$ cat src/rtl/strive_rst_ctl.sv
// rtl/strive_rst_ctl.sv - core reset / clock-select sequencer with kickable watchdog
// A clock-source change is only ever applied while ext_reset is held high.
module strive_rst_ctl #(
  parameter int PRE_CYCLES    = 4,
  parameter int SETTLE_CYCLES = 8,
  parameter int WDT_W         = 16,
  parameter int WDT_LIMIT     = 1000
) (
  input  logic clk,
  input  logic reset,
  input  logic req_valid,
  output logic req_ready,
  input  logic req_reset,
  input  logic req_clk_sel,
  output logic ext_reset,
  output logic ext_clk_sel,
  output logic done,
  input  logic wdt_enable,
  input  logic wdt_kick,
  output logic wdt_fired
);

  localparam int CNT_MAX = (PRE_CYCLES > SETTLE_CYCLES) ? PRE_CYCLES : SETTLE_CYCLES;
  localparam int CNT_W   = $clog2(CNT_MAX) + 1;

  localparam logic [CNT_W-1:0] PRE_LAST    = CNT_W'(PRE_CYCLES - 1);
  localparam logic [CNT_W-1:0] SETTLE_LAST = CNT_W'(SETTLE_CYCLES - 1);
  localparam logic [WDT_W-1:0] WDT_MAX     = WDT_W'(WDT_LIMIT);

  typedef enum logic [2:0] {
    S_IDLE,
    S_ASSERT,
    S_SWITCH,
    S_SETTLE,
    S_RELEASE
  } state_e;

  state_e             state_q, state_d;
  logic [CNT_W-1:0]   cnt_q, cnt_d;
  logic               sel_q, sel_d;
  logic               ext_reset_q, ext_reset_d;
  logic               ext_clk_sel_q, ext_clk_sel_d;
  logic               done_q, done_d;
  logic [WDT_W-1:0]   wdt_cnt_q, wdt_cnt_d;
  logic               wdt_fired_q, wdt_fired_d;

  logic accept;
  logic need_seq;
  logic wdt_expire;

  assign req_ready   = (state_q == S_IDLE) & ~reset;
  assign ext_reset   = ext_reset_q;
  assign ext_clk_sel = ext_clk_sel_q;
  assign done        = done_q;
  assign wdt_fired   = wdt_fired_q;

  assign accept     = req_valid & req_ready;
  assign need_seq   = req_reset | (req_clk_sel != ext_clk_sel_q);
  // A kick on the expiry edge suppresses the watchdog reset.
  assign wdt_expire = (state_q == S_IDLE) & wdt_enable & ~wdt_kick & (wdt_cnt_q == WDT_MAX);

  always_comb begin
    state_d       = state_q;
    cnt_d         = cnt_q;
    sel_d         = sel_q;
    ext_clk_sel_d = ext_clk_sel_q;
    done_d        = 1'b0;
    wdt_fired_d   = wdt_fired_q;

    case (state_q)
      S_IDLE: begin
        if (accept) begin
          sel_d = req_clk_sel;
          if (need_seq) begin
            state_d = S_ASSERT;
            cnt_d   = '0;
          end else begin
            done_d = 1'b1;
          end
        end else if (wdt_expire) begin
          sel_d       = ext_clk_sel_q;
          state_d     = S_ASSERT;
          cnt_d       = '0;
          wdt_fired_d = 1'b1;
        end
      end
      S_ASSERT: begin
        if (cnt_q == PRE_LAST) begin
          state_d = S_SWITCH;
          cnt_d   = '0;
        end else begin
          cnt_d = cnt_q + CNT_W'(1);
        end
      end
      S_SWITCH: begin
        ext_clk_sel_d = sel_q;
        state_d       = S_SETTLE;
        cnt_d         = '0;
      end
      S_SETTLE: begin
        if (cnt_q == SETTLE_LAST) begin
          state_d = S_RELEASE;
          cnt_d   = '0;
          done_d  = 1'b1;
        end else begin
          cnt_d = cnt_q + CNT_W'(1);
        end
      end
      S_RELEASE: begin
        state_d = S_IDLE;
      end
      default: begin
        state_d = S_IDLE;
        cnt_d   = '0;
      end
    endcase

    ext_reset_d = (state_d == S_ASSERT) | (state_d == S_SWITCH) | (state_d == S_SETTLE);
  end

  // Watchdog only advances in IDLE; any expiry edge or sequence start clears it.
  always_comb begin
    wdt_cnt_d = wdt_cnt_q;
    if (wdt_kick | ~wdt_enable) begin
      wdt_cnt_d = '0;
    end else if (state_q == S_IDLE) begin
      if ((wdt_cnt_q == WDT_MAX) || (state_d == S_ASSERT)) begin
        wdt_cnt_d = '0;
      end else begin
        wdt_cnt_d = wdt_cnt_q + WDT_W'(1);
      end
    end
  end

  always_ff @(posedge clk) begin
    if (reset) begin
      state_q       <= S_IDLE;
      cnt_q         <= '0;
      sel_q         <= 1'b0;
      ext_reset_q   <= 1'b0;
      ext_clk_sel_q <= 1'b0;
      done_q        <= 1'b0;
      wdt_cnt_q     <= '0;
      wdt_fired_q   <= 1'b0;
    end else begin
      state_q       <= state_d;
      cnt_q         <= cnt_d;
      sel_q         <= sel_d;
      ext_reset_q   <= ext_reset_d;
      ext_clk_sel_q <= ext_clk_sel_d;
      done_q        <= done_d;
      wdt_cnt_q     <= wdt_cnt_d;
      wdt_fired_q   <= wdt_fired_d;
    end
  end

endmodule
$ cat config.mk
export PLATFORM = sky130hd
export DESIGN_NAME = strive_rst_ctl
export DESIGN_NICKNAME = d
export VERILOG_FILES = /design/src/rtl/strive_rst_ctl.sv
export SDC_FILE = /design/constraint.sdc
export NUM_CORES = 1
export LEC_CHECK = 0
export CAP_MARGIN = 5
export CORE_MARGIN = 2
export CORE_UTILIZATION = 40
export DETAILED_ROUTE_END_ITERATION = 7
export PLACE_DENSITY = 0.59
export SYNTH_ARGS = -nofsm -noshare
export SYNTH_HDL_FRONTEND = slang
export SYNTH_SLANG_ARGS = --single-unit
$ cat constraint.sdc
create_clock -name clk -period 2.5 [get_ports clk]
set_clock_uncertainty 0.05 [all_clocks]
set_input_delay 0.375 -clock clk [delete_from_list [all_inputs] [get_ports clk]]
set_output_delay 0.375 -clock clk [all_outputs]
set_load 0.005 [all_outputs]
==> flow_metrics.tcl <==
set metrics [dict create \
    outcome "completed" \
    p_comb_frac 0.083 \
    wl_per_cell_um 12.9 \
    ctsHoldBuffers 0 \
    layout.nets 186 \
    cellLeakagePower_nw 0.539 \
    multiInputGateArea_um2 776 \
    postSynthCellCount 164 \
    synth_cell_type_count 39 \
    clock_path_buffers 2 \
    layout.cells.most_common "nor2_1" \
    fmax_mhz 442 \
    drt_iter0_drc 68 \
    rsz0062_at_grt "false" \
    seqPwrFrac 0.617 \
    dp_hpwl_um 2060 \
    nFillCells 332 \
    hold_depth 2 \
    synthFlopType "dfxtp_1" \
    tritoncts "built" \
    p_int_mw 0.573 \
    r2r_start "state_q[1]" \
    endpoint "req_ready" \
    routabilityCongestion 0.789 \
    io_buffers 11 \
    clockPowerShare 0.300 \
    syn_area_per_cell_um2 8.47 \
    finalSetupViolCount 0 \
    critPathArrivalTime_ns 1.84 \
    hold_viol 0 \
    wirelength_um 2840 \
    drc_errors 0 \
    antenna_cells 0 \
    async_flop_share 0 \
    cp-start-kind "flop" \
    critPathLaunch "state_q[1]" \
    synth_nets 174 \
    worstSetupPathType "reg2out" \
    reg2reg_to "wdt_cnt_q[3]" \
    pin_count 12 \
    antenna_left 0 \
    core_um2 3340 \
    crit_required_ns 2.08 \
    grt_pass1_wl_um 5020 \
    cts_max_level 1 \
    drive_above_1_share 0.0629 \
    ys_seq_elements 28 \
    synth_area_um2 1390 \
    cts_inserted_buffers 3 \
    yosys_warnings 0 \
    grt_pass1_vias 1110 \
    core.rowCount 21 \
    hp-class "reg2reg" \
    die_y_um 62.9 \
    via_count 1138 \
    finalCriticalPeriod_ns 2.26 \
    synth_edf_count 0 \
    syn_to_final_growth_pct 13.1 \
    switchingPower_mw 0.174 \
    end_kind "primary output" \
    clk_latency_ns 0.33 \
    maxSlewHeadroom 0.636 \
    drtPass1Iterations 4 \
    post_cts_resized 0 \
    fin_ws_ns 0.240 \
    r2r_cells 5 \
    initial_core_util 0.416 \
    pre_cts_ws_ns 0.153 \
    reg2reg_slack_ns 0.28 \
    dieArea_um2 3960 \
    slew_viol_final 0 \
    cts-root-buf "clkbuf_4" \
    antenna_found_initial 0 \
    tightest_slew_ns 0.546 \
    via_per_inst 5.15 \
    grt_max_degree 17 \
    regArea_um2 561 \
    post_cts_buffers 0 \
    finalSetupTns_ns 0 \
    clkTransAtPathRegs_ns 0.15 \
    maxCapViolations 0 \
    cp_max_fo 10 \
    clock-sinks 28 \
    final_cell_mix "29 x nor2_1, 28 x dfxtp_1, 12 x nand2_1" \
    timing.final.crit_share 0.904 \
    powerDensity_nw_per_um2 476 \
    ir_drop_v 0.000286 \
    dieWidth_um 62.9 \
    grt.total_usage 0.157 \
    hp-start "wdt_fired" \
    yosysSeqAreaShare 0.404 \
    switching_share 0.233 \
    overflow 0 \
]
## cell usage after synthesis, drive strengths merged, types with 3 or more instances
library cell,count,area (µm²)
nand4,5,31.3
xnor2,9,78.8
nor2,29,109
and3,3,18.8
o21ai,5,25.0
nand3,10,55.1
dfxtp,28,561
mux2i,3,30.0
nand2b,4,25.0
nor3,7,35.0
nand2,12,45.0
xor2,8,70.1
ha,3,37.5
buf,5,33.8
inv,4,15.0
a21oi,5,25.0
## worst min-delay path by stage
stage / end
2_1_floorplan: ext_clk_sel
3_3_place_gp: wdt_fired
3_5_place_dp: wdt_fired
4_1_cts: wdt_fired
5_1_grt: ext_clk_sel
6_report: wdt_fired
## power by group through the flow
stage | combinational [mW] | sequential [mW] | clock, mW
3_5_place_dp | 0.0616 | 0.470 | 0
6_report | 0.0622 | 0.461 | 0.224
4_1_cts | 0.0623 | 0.461 | 0.235
3_3_place_gp | 0.0614 | 0.470 | 0
2_1_floorplan | 0.0396 | 0.467 | 0
5_1_grt | 0.0691 | 0.462 | 0.253
## worst max-delay path, stage by stage (launching register included)
cell	delay (ns)
dfxtp_1	0.45
or3_4	0.46
nor2_1	0.10
clkdlybuf4s50_1	0.50
## layout make-up
class / instances / area share
Timing Repair Buffer: 13 / 0.0797
Clock buffer: 4 / 0.0231
Sequential cell: 28 / 0.357
Inverter: 4 / 0.00956
Multi-Input combinational cell: 126 / 0.494
Tap cell: 46 / 0.0367
## registers in the layout, summed over array words and instances (netlist names)
register,flops
wdt_cnt_q,16
cnt_q,4
state_q,3
done,1
ext_clk_sel,1
ext_reset,1
sel_q,1
wdt_fired,1
## per-stage QoR
step / total power, mW / cell area (µm²) / instances / hold WS, ns / utilization
CTS: 0.758 / 1570 / 221 / 0.465 / 0.471
detailed placement: 0.532 / 1530 / 217 / 0.424 / 0.460
finish: 0.747 / 1570 / 221 / 0.454 / 0.471
global route: 0.784 / 1570 / 221 / 0.516 / 0.471
global placement: 0.531 / 1530 / 217 / 0.410 / 0.460
floorplan: 0.506 / 1390 / 164 / 0.410 / -
## layer usage
layer,GRT usage,wire [µm]
met1,0.210,1420
met2,0.251,1330
met3,0.0378,74
met4,0.0389,18
met5,0,0
## kinds of logic (layout without fill, tap and decap cells)
| kind of cell | after synthesis | in the layout | share of synthesized area |
|---|---|---|---|
| adder cells (fa/ha/maj) | 3 | 3 | 0.0270 |
| AO/OA/AOI/OAI | 18 | 18 | 0.0811 |
| flip-flops | 28 | 28 | 0.404 |
| multiplexers | 3 | 3 | 0.0216 |
| XOR/XNOR | 17 | 17 | 0.107 |
| AND/OR/NAND/NOR | 85 | 85 | 0.322 |
| buffers and inverters | 10 | 21 | 0.0378 |
(Power assumes the default switching activity.)
